## config.mk

```make
export PLATFORM = sky130hd
export DESIGN_NAME = rst_req_gen
export DESIGN_NICKNAME = d
export VERILOG_FILES = /design/src/rtl/rst_req_pkg.sv /design/src/rtl/rst_req_cnt.sv /design/src/rtl/rst_req_gen.sv
export SDC_FILE = /design/constraint.sdc
export NUM_CORES = 1
export LEC_CHECK = 0
export BUFFER_PORTS_ARGS = -buffer_cell sky130_fd_sc_hd__buf_2
export CORE_MARGIN = 2
export CORE_UTILIZATION = 60
export DETAILED_ROUTE_END_ITERATION = 12
export PLACE_DENSITY = 0.93
export SLEW_MARGIN = 5
export SYNTH_ARGS = -nofsm -noshare
export SYNTH_HDL_FRONTEND = slang
export SYNTH_SLANG_ARGS = --single-unit
```

## constraint.sdc

```tcl
create_clock -name clk_i -period 4.1 [get_ports clk_i]
set_input_delay 0.41 -clock clk_i [delete_from_list [all_inputs] [get_ports clk_i]]
set_output_delay 0.41 -clock clk_i [all_outputs]
set_load 0.01 [all_outputs]
```

## src/rtl/rst_req_pkg.sv

```systemverilog
// Shared types and helpers for the reset-request initiator.
// The state encoding, the cause bit positions and the counter sizing rule
// are defined here so that the top level and the counter agree on them.
package rst_req_pkg;

   // Sequencer states.
   typedef enum logic [1:0] {
      IDLE      = 2'd0,
      ASSERT    = 2'd1,
      WAIT_DONE = 2'd2,
      HOLDOFF   = 2'd3
   } rst_req_state_e;

   // Bit positions inside a cause vector, read as {dbg, wdog, sw}.
   localparam int unsigned CauseSw   = 32'd0;
   localparam int unsigned CauseWdog = 32'd1;
   localparam int unsigned CauseDbg  = 32'd2;
   localparam int unsigned CauseW    = 32'd3;

   typedef logic [CauseW-1:0] rst_cause_t;

   // Largest of three cycle counts.
   function automatic int unsigned max3(input int unsigned a,
                                        input int unsigned b,
                                        input int unsigned c);
      int unsigned m;
      m = (a > b) ? a : b;
      m = (m > c) ? m : c;
      return m;
   endfunction

   // Width of a counter that must be able to hold the largest load value.
   function automatic int unsigned cnt_width(input int unsigned assert_cycles,
                                             input int unsigned holdoff_cycles,
                                             input int unsigned timeout_cycles);
      return $clog2(max3(assert_cycles, holdoff_cycles, timeout_cycles) + 32'd1);
   endfunction

   // Gathers the three request inputs into a cause-shaped vector.
   function automatic rst_cause_t pack_req(input logic sw,
                                           input logic wdog,
                                           input logic dbg);
      rst_cause_t c;
      c            = {CauseW{1'b0}};
      c[CauseSw]   = sw;
      c[CauseWdog] = wdog;
      c[CauseDbg]  = dbg;
      return c;
   endfunction

endpackage

```

## src/rtl/rst_req_cnt.sv

```systemverilog
// Loadable saturating down-counter used for every timed phase of the
// reset-request sequencer (assert width, hold-off window, release timeout).
// Priority: clear, then load, then count down; it stops at zero.
module rst_req_cnt #(
   parameter int unsigned Width = 32'd4
) (
   input  logic             clk_i,
   input  logic             rst_i,
   input  logic             clr_i,
   input  logic             load_i,
   input  logic [Width-1:0] value_i,
   output logic             zero_o
);

   localparam logic [Width-1:0] CntZero = {Width{1'b0}};
   localparam logic [Width-1:0] CntOne  = Width'(1'b1);

   logic [Width-1:0] cnt_d;
   logic [Width-1:0] cnt_q;

   // Next count: clear, load, or step down toward zero without wrapping.
   always_comb begin
      cnt_d = cnt_q;
      if (clr_i) begin
         cnt_d = CntZero;
      end else if (load_i) begin
         cnt_d = value_i;
      end else if (cnt_q != CntZero) begin
         cnt_d = cnt_q - CntOne;
      end else begin
         cnt_d = cnt_q;
      end
   end

   // Count register with synchronous reset.
   always_ff @(posedge clk_i) begin
      if (rst_i) begin
         cnt_q <= CntZero;
      end else begin
         cnt_q <= cnt_d;
      end
   end

   assign zero_o = (cnt_q == CntZero);

endmodule

```

## src/rtl/rst_req_gen.sv

```systemverilog
// Reset-request initiator for the always-on reset synchronizers.
// Merges software, watchdog and debug requests into one active-low request
// pulse of fixed width, waits for the downstream synchronizer to report a
// fresh release, then keeps a hold-off window before the next sequence.
// Requests that arrive while a sequence is finishing are kept as pending
// bits and start the next sequence once the block is idle again.
//
// Optional feature: define RST_REQ_GEN_TIMEOUT_EN to bound the wait for the
// release indication; on expiry the sticky timeout_o flag is raised and the
// sequence moves on to the hold-off window. Without it timeout_o stays 0
// and the wait is unbounded.
module rst_req_gen
   import rst_req_pkg::*;
#(
   parameter int unsigned AssertCycles  = 32'd16,
   parameter int unsigned HoldOffCycles = 32'd8,
   parameter int unsigned TimeoutCycles = 32'd1024
) (
   input  logic       clk_i,
   input  logic       rst_i,
   input  logic       sw_req_i,
   input  logic       wdog_req_i,
   input  logic       dbg_req_i,
   input  logic       rst_done_i,
   output logic       rst_req_no,
   output logic       busy_o,
   output logic [2:0] cause_o,
   output logic       timeout_o
);

   localparam int unsigned CntW = cnt_width(AssertCycles, HoldOffCycles, TimeoutCycles);

   // The counter is loaded one below the phase length because the load
   // happens on the transition edge and the phase ends on the zero cycle.
   // A zero-length hold-off still occupies one cycle.
   localparam logic [CntW-1:0] AssertLoad  = CntW'(AssertCycles - 32'd1);
   localparam logic [CntW-1:0] HoldOffLoad = CntW'((HoldOffCycles == 32'd0) ?
                                                   32'd0 : (HoldOffCycles - 32'd1));
`ifdef RST_REQ_GEN_TIMEOUT_EN
   localparam logic [CntW-1:0] TimeoutLoad = CntW'(TimeoutCycles - 32'd1);
`endif

   localparam rst_cause_t CauseNone = {CauseW{1'b0}};

   rst_req_state_e state_d, state_q;
   rst_cause_t     cause_d, cause_q;
   rst_cause_t     pending_d, pending_q;
   logic           seen_low_d, seen_low_q;
   logic           timeout_d, timeout_q;
   logic           rst_req_n_d, rst_req_n_q;
   logic           busy_d, busy_q;

   rst_cause_t      req_s;
   logic            cnt_clr_s;
   logic            cnt_load_s;
   logic [CntW-1:0] cnt_value_s;
   logic            cnt_zero_s;

   // Shared phase counter.
   rst_req_cnt #(
      .Width (CntW)
   ) u_cnt (
      .clk_i   (clk_i),
      .rst_i   (rst_i),
      .clr_i   (cnt_clr_s),
      .load_i  (cnt_load_s),
      .value_i (cnt_value_s),
      .zero_o  (cnt_zero_s)
   );

   // Collect the request inputs into cause bit order.
   always_comb begin
      req_s = pack_req(sw_req_i, wdog_req_i, dbg_req_i);
   end

   // Sequencer next state, cause/pending bookkeeping and counter control.
   always_comb begin
      state_d     = state_q;
      cause_d     = cause_q;
      pending_d   = pending_q;
      seen_low_d  = seen_low_q;
      timeout_d   = timeout_q;
      cnt_clr_s   = 1'b0;
      cnt_load_s  = 1'b0;
      cnt_value_s = {CntW{1'b0}};

      case (state_q)
         IDLE: begin
            if ((req_s | pending_q) != CauseNone) begin
               state_d     = ASSERT;
               cause_d     = req_s | pending_q;
               pending_d   = CauseNone;
               seen_low_d  = 1'b0;
               cnt_load_s  = 1'b1;
               cnt_value_s = AssertLoad;
            end else begin
               state_d = IDLE;
            end
         end

         ASSERT: begin
            // Late requests join the running sequence instead of queueing.
            cause_d = cause_q | req_s;
            if (!rst_done_i) begin
               seen_low_d = 1'b1;
            end else begin
               seen_low_d = seen_low_q;
            end
            if (cnt_zero_s) begin
               state_d = WAIT_DONE;
`ifdef RST_REQ_GEN_TIMEOUT_EN
               cnt_load_s  = 1'b1;
               cnt_value_s = TimeoutLoad;
`endif
            end else begin
               state_d = ASSERT;
            end
         end

         WAIT_DONE: begin
            pending_d = pending_q | req_s;
            if (!rst_done_i) begin
               seen_low_d = 1'b1;
            end else begin
               seen_low_d = seen_low_q;
            end
            // Only a release that follows an observed low counts; a level
            // left high from the previous epoch is not a release.
            if (seen_low_q && rst_done_i) begin
               state_d     = HOLDOFF;
               cnt_load_s  = 1'b1;
               cnt_value_s = HoldOffLoad;
`ifdef RST_REQ_GEN_TIMEOUT_EN
            end else if (cnt_zero_s) begin
               state_d     = HOLDOFF;
               timeout_d   = 1'b1;
               cnt_load_s  = 1'b1;
               cnt_value_s = HoldOffLoad;
`endif
            end else begin
               state_d = WAIT_DONE;
            end
         end

         HOLDOFF: begin
            pending_d = pending_q | req_s;
            if (cnt_zero_s) begin
               state_d   = IDLE;
               cnt_clr_s = 1'b1;
            end else begin
               state_d = HOLDOFF;
            end
         end

         default: begin
            state_d   = IDLE;
            cnt_clr_s = 1'b1;
         end
      endcase
   end

   // Output values derived from the next state so the outputs are flops.
   always_comb begin
      rst_req_n_d = (state_d != ASSERT);
      busy_d      = (state_d != IDLE);
   end

   // State and output registers with synchronous reset.
   always_ff @(posedge clk_i) begin
      if (rst_i) begin
         state_q     <= IDLE;
         cause_q     <= CauseNone;
         pending_q   <= CauseNone;
         seen_low_q  <= 1'b0;
         timeout_q   <= 1'b0;
         rst_req_n_q <= 1'b1;
         busy_q      <= 1'b0;
      end else begin
         state_q     <= state_d;
         cause_q     <= cause_d;
         pending_q   <= pending_d;
         seen_low_q  <= seen_low_d;
         timeout_q   <= timeout_d;
         rst_req_n_q <= rst_req_n_d;
         busy_q      <= busy_d;
      end
   end

   assign rst_req_no = rst_req_n_q;
   assign busy_o     = busy_q;
   assign cause_o    = cause_q;
   // Without the timeout feature nothing ever sets this flop, so it holds 0.
   assign timeout_o  = timeout_q;

endmodule

```

After elaboration in Yosys (flattened, before gate mapping)
Cells that the tools add are included.

word-level totals
  output and inout port bits = 6
  input port bits = 6
  register bits = 22
  word-level logic and storage cells = 54

operators by class
  muxes and demuxes = 22
  equality and inequality tests = 6
  reductions and logical operators = 16
  bitwise logic cells = 2
  $add $sub $neg = 1

operators by type and width
  operator               number
  $mux 11                2
  $pmux 3 s2             2
  $logic_not 11->1       1
  $reduce_bool 11->1     1
  $sub 11x1->11 const B  1
  $reduce_bool 2->1      5
  $mux 3                 3
  $mux 1                 8
  $pmux 2 s4             1
  $pmux 4 s2             1
  $or 3x3->3             2
  $reduce_or 2->1        3
  $eq 2x2->1 const B     2
  $mux 2                 2
  $mux 4                 1
  $ne 2x2->1 const B     2
  $pmux 1 s2             2
  $reduce_and 2->1       2
  $reduce_and 3->1       1
  $reduce_bool 3->1      1
  $eq 2x1->1 const B     1
  $logic_not 2->1        1
  $ne 2x1->1 const B     1
  $logic_and 1x1->1      1

Logic depth before layout (Yosys ltp)
  depth in word-level cells = 5
  mapped depth = 7
  depth with buffers taken out = 6

Cells and area by module
Synthesis repeated with hierarchy kept, for this count alone.

unflattened totals
  cells, all modules = 141
  area total of the unflattened synthesis = 1221.2 µm²

by module, submodules not included
  module       seq. area each (µm²)  times used  cells an instance  area an instance (µm²)
  rst_req_gen  220.2                 1           69                 616.8
  rst_req_cnt  220.2                 1           72                 604.3

Least setup slack after synthesis
Ideal clock, no wire load.

  path type = register to register
  start point = reg u_cnt.cnt_q[0]
  end point = reg busy_q, in the netlist busy_o
  setup time = 0.070 ns
  path slack = 2.314 ns
  required time = 4.030 ns
  path buffers = 1
  data arrival time = 1.716 ns
  stages on the path, launching flop included = 8
  period minus slack after synthesis = 1.786 ns
  path through = dfxtp_1 -> inv_1 -> ha_1 -> nor4b_2 -> and3_1 -> buf_2 -> mux2_2 -> o21bai_1

between the ends
  longest elaborated chain between the ends = 4
  elaborated cells on any way between the ends = 5
  those cells by class = 3 x mux; 2 x reduce/logical

RTL lines
  what                              RTL line                                text
  start, declared                   rst_req_cnt.sv:19                       logic [Width-1:0] cnt_q;
  start signal, assigned            rst_req_cnt.sv:38                       cnt_q <= CntZero;
  start signal, assigned            rst_req_cnt.sv:40                       cnt_q <= cnt_d;
  $logic_not 11->1 (*)              rst_req_cnt.sv:44                       assign zero_o = (cnt_q == CntZero);
  $mux 2, on equally long branches  rst_req_gen.sv:147, rst_req_gen.sv:109
  $pmux 2 s4 (*)                    rst_req_gen.sv:87                       case (state_q)
  $reduce_bool 2->1 (*)             rst_req_gen.sv:165                      busy_d = (state_d != IDLE);
  end signal, assigned              rst_req_gen.sv:185                      busy_q <= busy_d;
  end, declared                     rst_req_gen.sv:51                       logic busy_d, busy_q;

Mark *: on every way between the ends. The rest lies on a longest branch, timed or not.
A chain may end at the register's enable or synchronous reset.

Final worst setup path
Ends and elaborated chain as after synthesis.

==> flow_metrics.tcl <==
set metrics [dict create \
    status "complete, no violations" \
    max_slew.worst_pin.slew_ns 0.699 \
    cap_viol_max_count 0 \
    num-nets-final 153 \
    synth-warning-count 0 \
    max_stage_delay_ns 0.44 \
    chipHeight_um 47.2 \
    synth.net_count 143 \
    synthToLayoutAreaGrowth_pct 9.72 \
    synth_seq_cells 22 \
    worst_ir_drop_vdd_mv 0.348 \
    clock_tree_root_driver_cell "sky130_fd_sc_hd__clkbuf_4" \
    max_clock_skew_ns 0.00134 \
    cts_tree "built" \
    buffer_levels_on_the_longest_clock_path 2 \
    syn-instance-count 131 \
    path_cells "inv_1 > ha_1 > nor4b_2 > and3_1 > mux2_2 > o21bai_1" \
    wire_length_of_the_first_global_routing_pass_um 3890 \
    sequential_cell_area_in_the_final_layout_sq_um 440 \
    synth_common_cells "sky130_fd_sc_hd__dfxtp_1 (22), sky130_fd_sc_hd__nor2_1 (16), sky130_fd_sc_hd__a21oi_1 (11)" \
    clk_latency_ns 0.32 \
    synthDominantCellAreaShare 0.393 \
    drv_slew 0 \
    avgSynthCellArea_sq_um 8.55 \
    detailedRoute.firstPassIterationCount 4 \
    yosys.cell_types.count 38 \
    hpwl_um 1670 \
    final-hold-violation-count 0 \
    cts.repair_timing.setup_buffer_count 0 \
    worstSetupPathType "reg -> reg" \
    vias 983 \
    num_io_pins 12 \
    fraction_of_final_layout_cells_sized_beyond_drive_strength_1 0.150 \
    synth_most_common_cell "sky130_fd_sc_hd__dfxtp_1" \
    multi_input_area_sq_um 639 \
    gp_routability_congestion 0.756 \
    critical_path_required_ns 4.36 \
    cts-buffers-inserted 3 \
    leakage_nw 0.485 \
    drtAntennaViolNets 0 \
    p_per_area_nw_per_um2 433 \
    clkSinkCount 22 \
    clkTransAtPathRegs_ns 0.13 \
    grt_start_max_net_pins 14 \
    grt_use_total 0.251 \
    setup_violations 0 \
    post_cts_resize_count 0 \
    seq_area_frac_synth 0.393 \
    num_rows 15 \
    worstSetupStartpointType "flip-flop" \
    cp.arrival_ns 2.34 \
    h-tree-depth 1 \
    synth.top_cells.by_area "sky130_fd_sc_hd__dfxtp_1 (39%), sky130_fd_sc_hd__ha_1 (6.7%), sky130_fd_sc_hd__nor2_1 (5.4%), sky130_fd_sc_hd__a21oi_1 (4.9%), sky130_fd_sc_hd__or3_1 (3.4%)" \
    post_dr_vias_cell 5.96 \
    synthFlopType "sky130_fd_sc_hd__dfxtp_1" \
    post_layout_worst_setup_margin_ns 2.02 \
    ctsHoldBuffers 0 \
    totalNegativeSetupSlack_ns 0 \
    die_x_um 47.2 \
    drt-total-wl_um 2360 \
    setup.worst_path.end_class "flip-flop" \
    synth_top_area_cell "sky130_fd_sc_hd__dfxtp_1" \
    post-route-min-period_ns 2.08 \
    count_of_fill_cells_added_during_filler_insertion 142 \
    place.port_buffers 10 \
    fmax_mhz 481 \
    p_total_mw 0.532 \
    synth_enable_flop_cells 0 \
    start_util 0.642 \
    critical_path.slowest_cell "sky130_fd_sc_hd__nor4b_2" \
    drt-wirelength-per-cell_um 14.3 \
    slew_headroom 0.530 \
    place_ws_ns 2.05 \
    fp.dieArea_sq_um 2230 \
    drc_marker_count_from_the_first_detailed_route_iteration 27 \
    grt_antenna_before_repair 0 \
    unrepaired_setup_endpoints_after_global_routing "false" \
    asyncSetResetFlopFracSynth 0 \
    first_global_vias 920 \
    grt_remaining_overflow 0 \
    syn_area_sq_um 1120 \
    hold_path_class "in -> reg" \
    n_antenna_cell 0 \
    placeableCoreArea_sq_um 1750 \
    post-route-drc-count 0 \
    cp_max_fo 7 \
    timing.final.crit_share 0.507 \
]
-- kinds of logic (layout without fill, tap and decap cells) --
group           count (synthesis)  after routing  share of synthesized area
buf+inv                         9             18                     0.0358
fa+ha+maj                       6              6                     0.0670
mux                             3              3                     0.0279
other cells                     1              1                    0.00335
simple gates                   57             57                      0.274
xor+xnor                        1              1                    0.00782
flops                          22             22                      0.393
compound gates                 32             32                      0.191
-- area by class of cell --
type	count	share of cell area
Clock inverter	1	0.0244
Tap cell	25	0.0255
Timing Repair Buffer	10	0.0407
Sequential cell	22	0.358
Multi-Input combinational cell	100	0.520
Inverter	4	0.0122
Clock buffer	3	0.0183
-- metal layers --
layer	part of all wire	vias up	global-route usage
met4	0.025	0	0.178
met5	0	-	0
met1	0.45	461	0.314
met2	0.49	26	0.384
li1	-	487	-
met3	0.039	9	0.0500
-- path summary, 6_finish.rpt --
kind	from	end	slack (ns)	cells after the start
hold reg to reg	u_cnt.cnt_q[6]$_SDFFE_PP0P_	u_cnt.cnt_q[6]$_SDFFE_PP0P_	0.49	2
setup reg to reg	u_cnt.cnt_q[0]$_SDFFE_PP0P_	busy_o$_SDFF_PP0_	2.02	6
hold / removal	wdog_req_i	pending_q[1]$_SDFFE_PP0P_	0.37	3
setup / recovery	u_cnt.cnt_q[0]$_SDFFE_PP0P_	busy_o$_SDFF_PP0_	2.02	6
-- critical path, delay by kind of cell (launching register included) --
kind                       cells  cell delay [ns]
adders and majority gates      1             0.21
AOI/OAI and AO/OA              1             0.13
muxes                          1             0.39
buffers and inverters          1             0.10
and+or+nand+nor                2             0.86
DFF                            1             0.35
-- flip-flops by register name, indices dropped and copies added (netlist names) --
signal / flops
busy_o: 1
state_q: 2
rst_req_no: 1
pending_q: 3
seen_low_q: 1
cause_o: 3
u_cnt.cnt_q: 11
-- report_power, final --
part           switching, mW  internal (mW)  total (mW)
registers             0.0132          0.231       0.244
logic                 0.0685         0.0499       0.118
clock network         0.0704         0.0989       0.169
-- metrics by stage --
step / hold WS [ns] / utilization / area, sq um / std cells
6_report: 0.370 / 0.704 / 1230 / 165
5_1_grt: 0.375 / 0.704 / 1230 / 165
4_1_cts: 0.383 / 0.704 / 1230 / 165
3_5_place_dp: 0.473 / 0.674 / 1180 / 161
3_3_place_gp: 0.439 / 0.674 / 1180 / 161
2_1_floorplan: 0.430 / - / 1120 / 131
-- layout by cell type (no fill, tap or decap), types with 5 or more instances in the layout --
cell / count
sky130_fd_sc_hd__or3_1: 6
sky130_fd_sc_hd__buf_2: 10
sky130_fd_sc_hd__nand2_1: 9
sky130_fd_sc_hd__dfxtp_1: 22
sky130_fd_sc_hd__a31oi_1: 5
sky130_fd_sc_hd__a21oi_1: 11
sky130_fd_sc_hd__nand2b_1: 5
sky130_fd_sc_hd__ha_1: 6
sky130_fd_sc_hd__nor2_1: 16
Power figures use the tool's default switching activity.
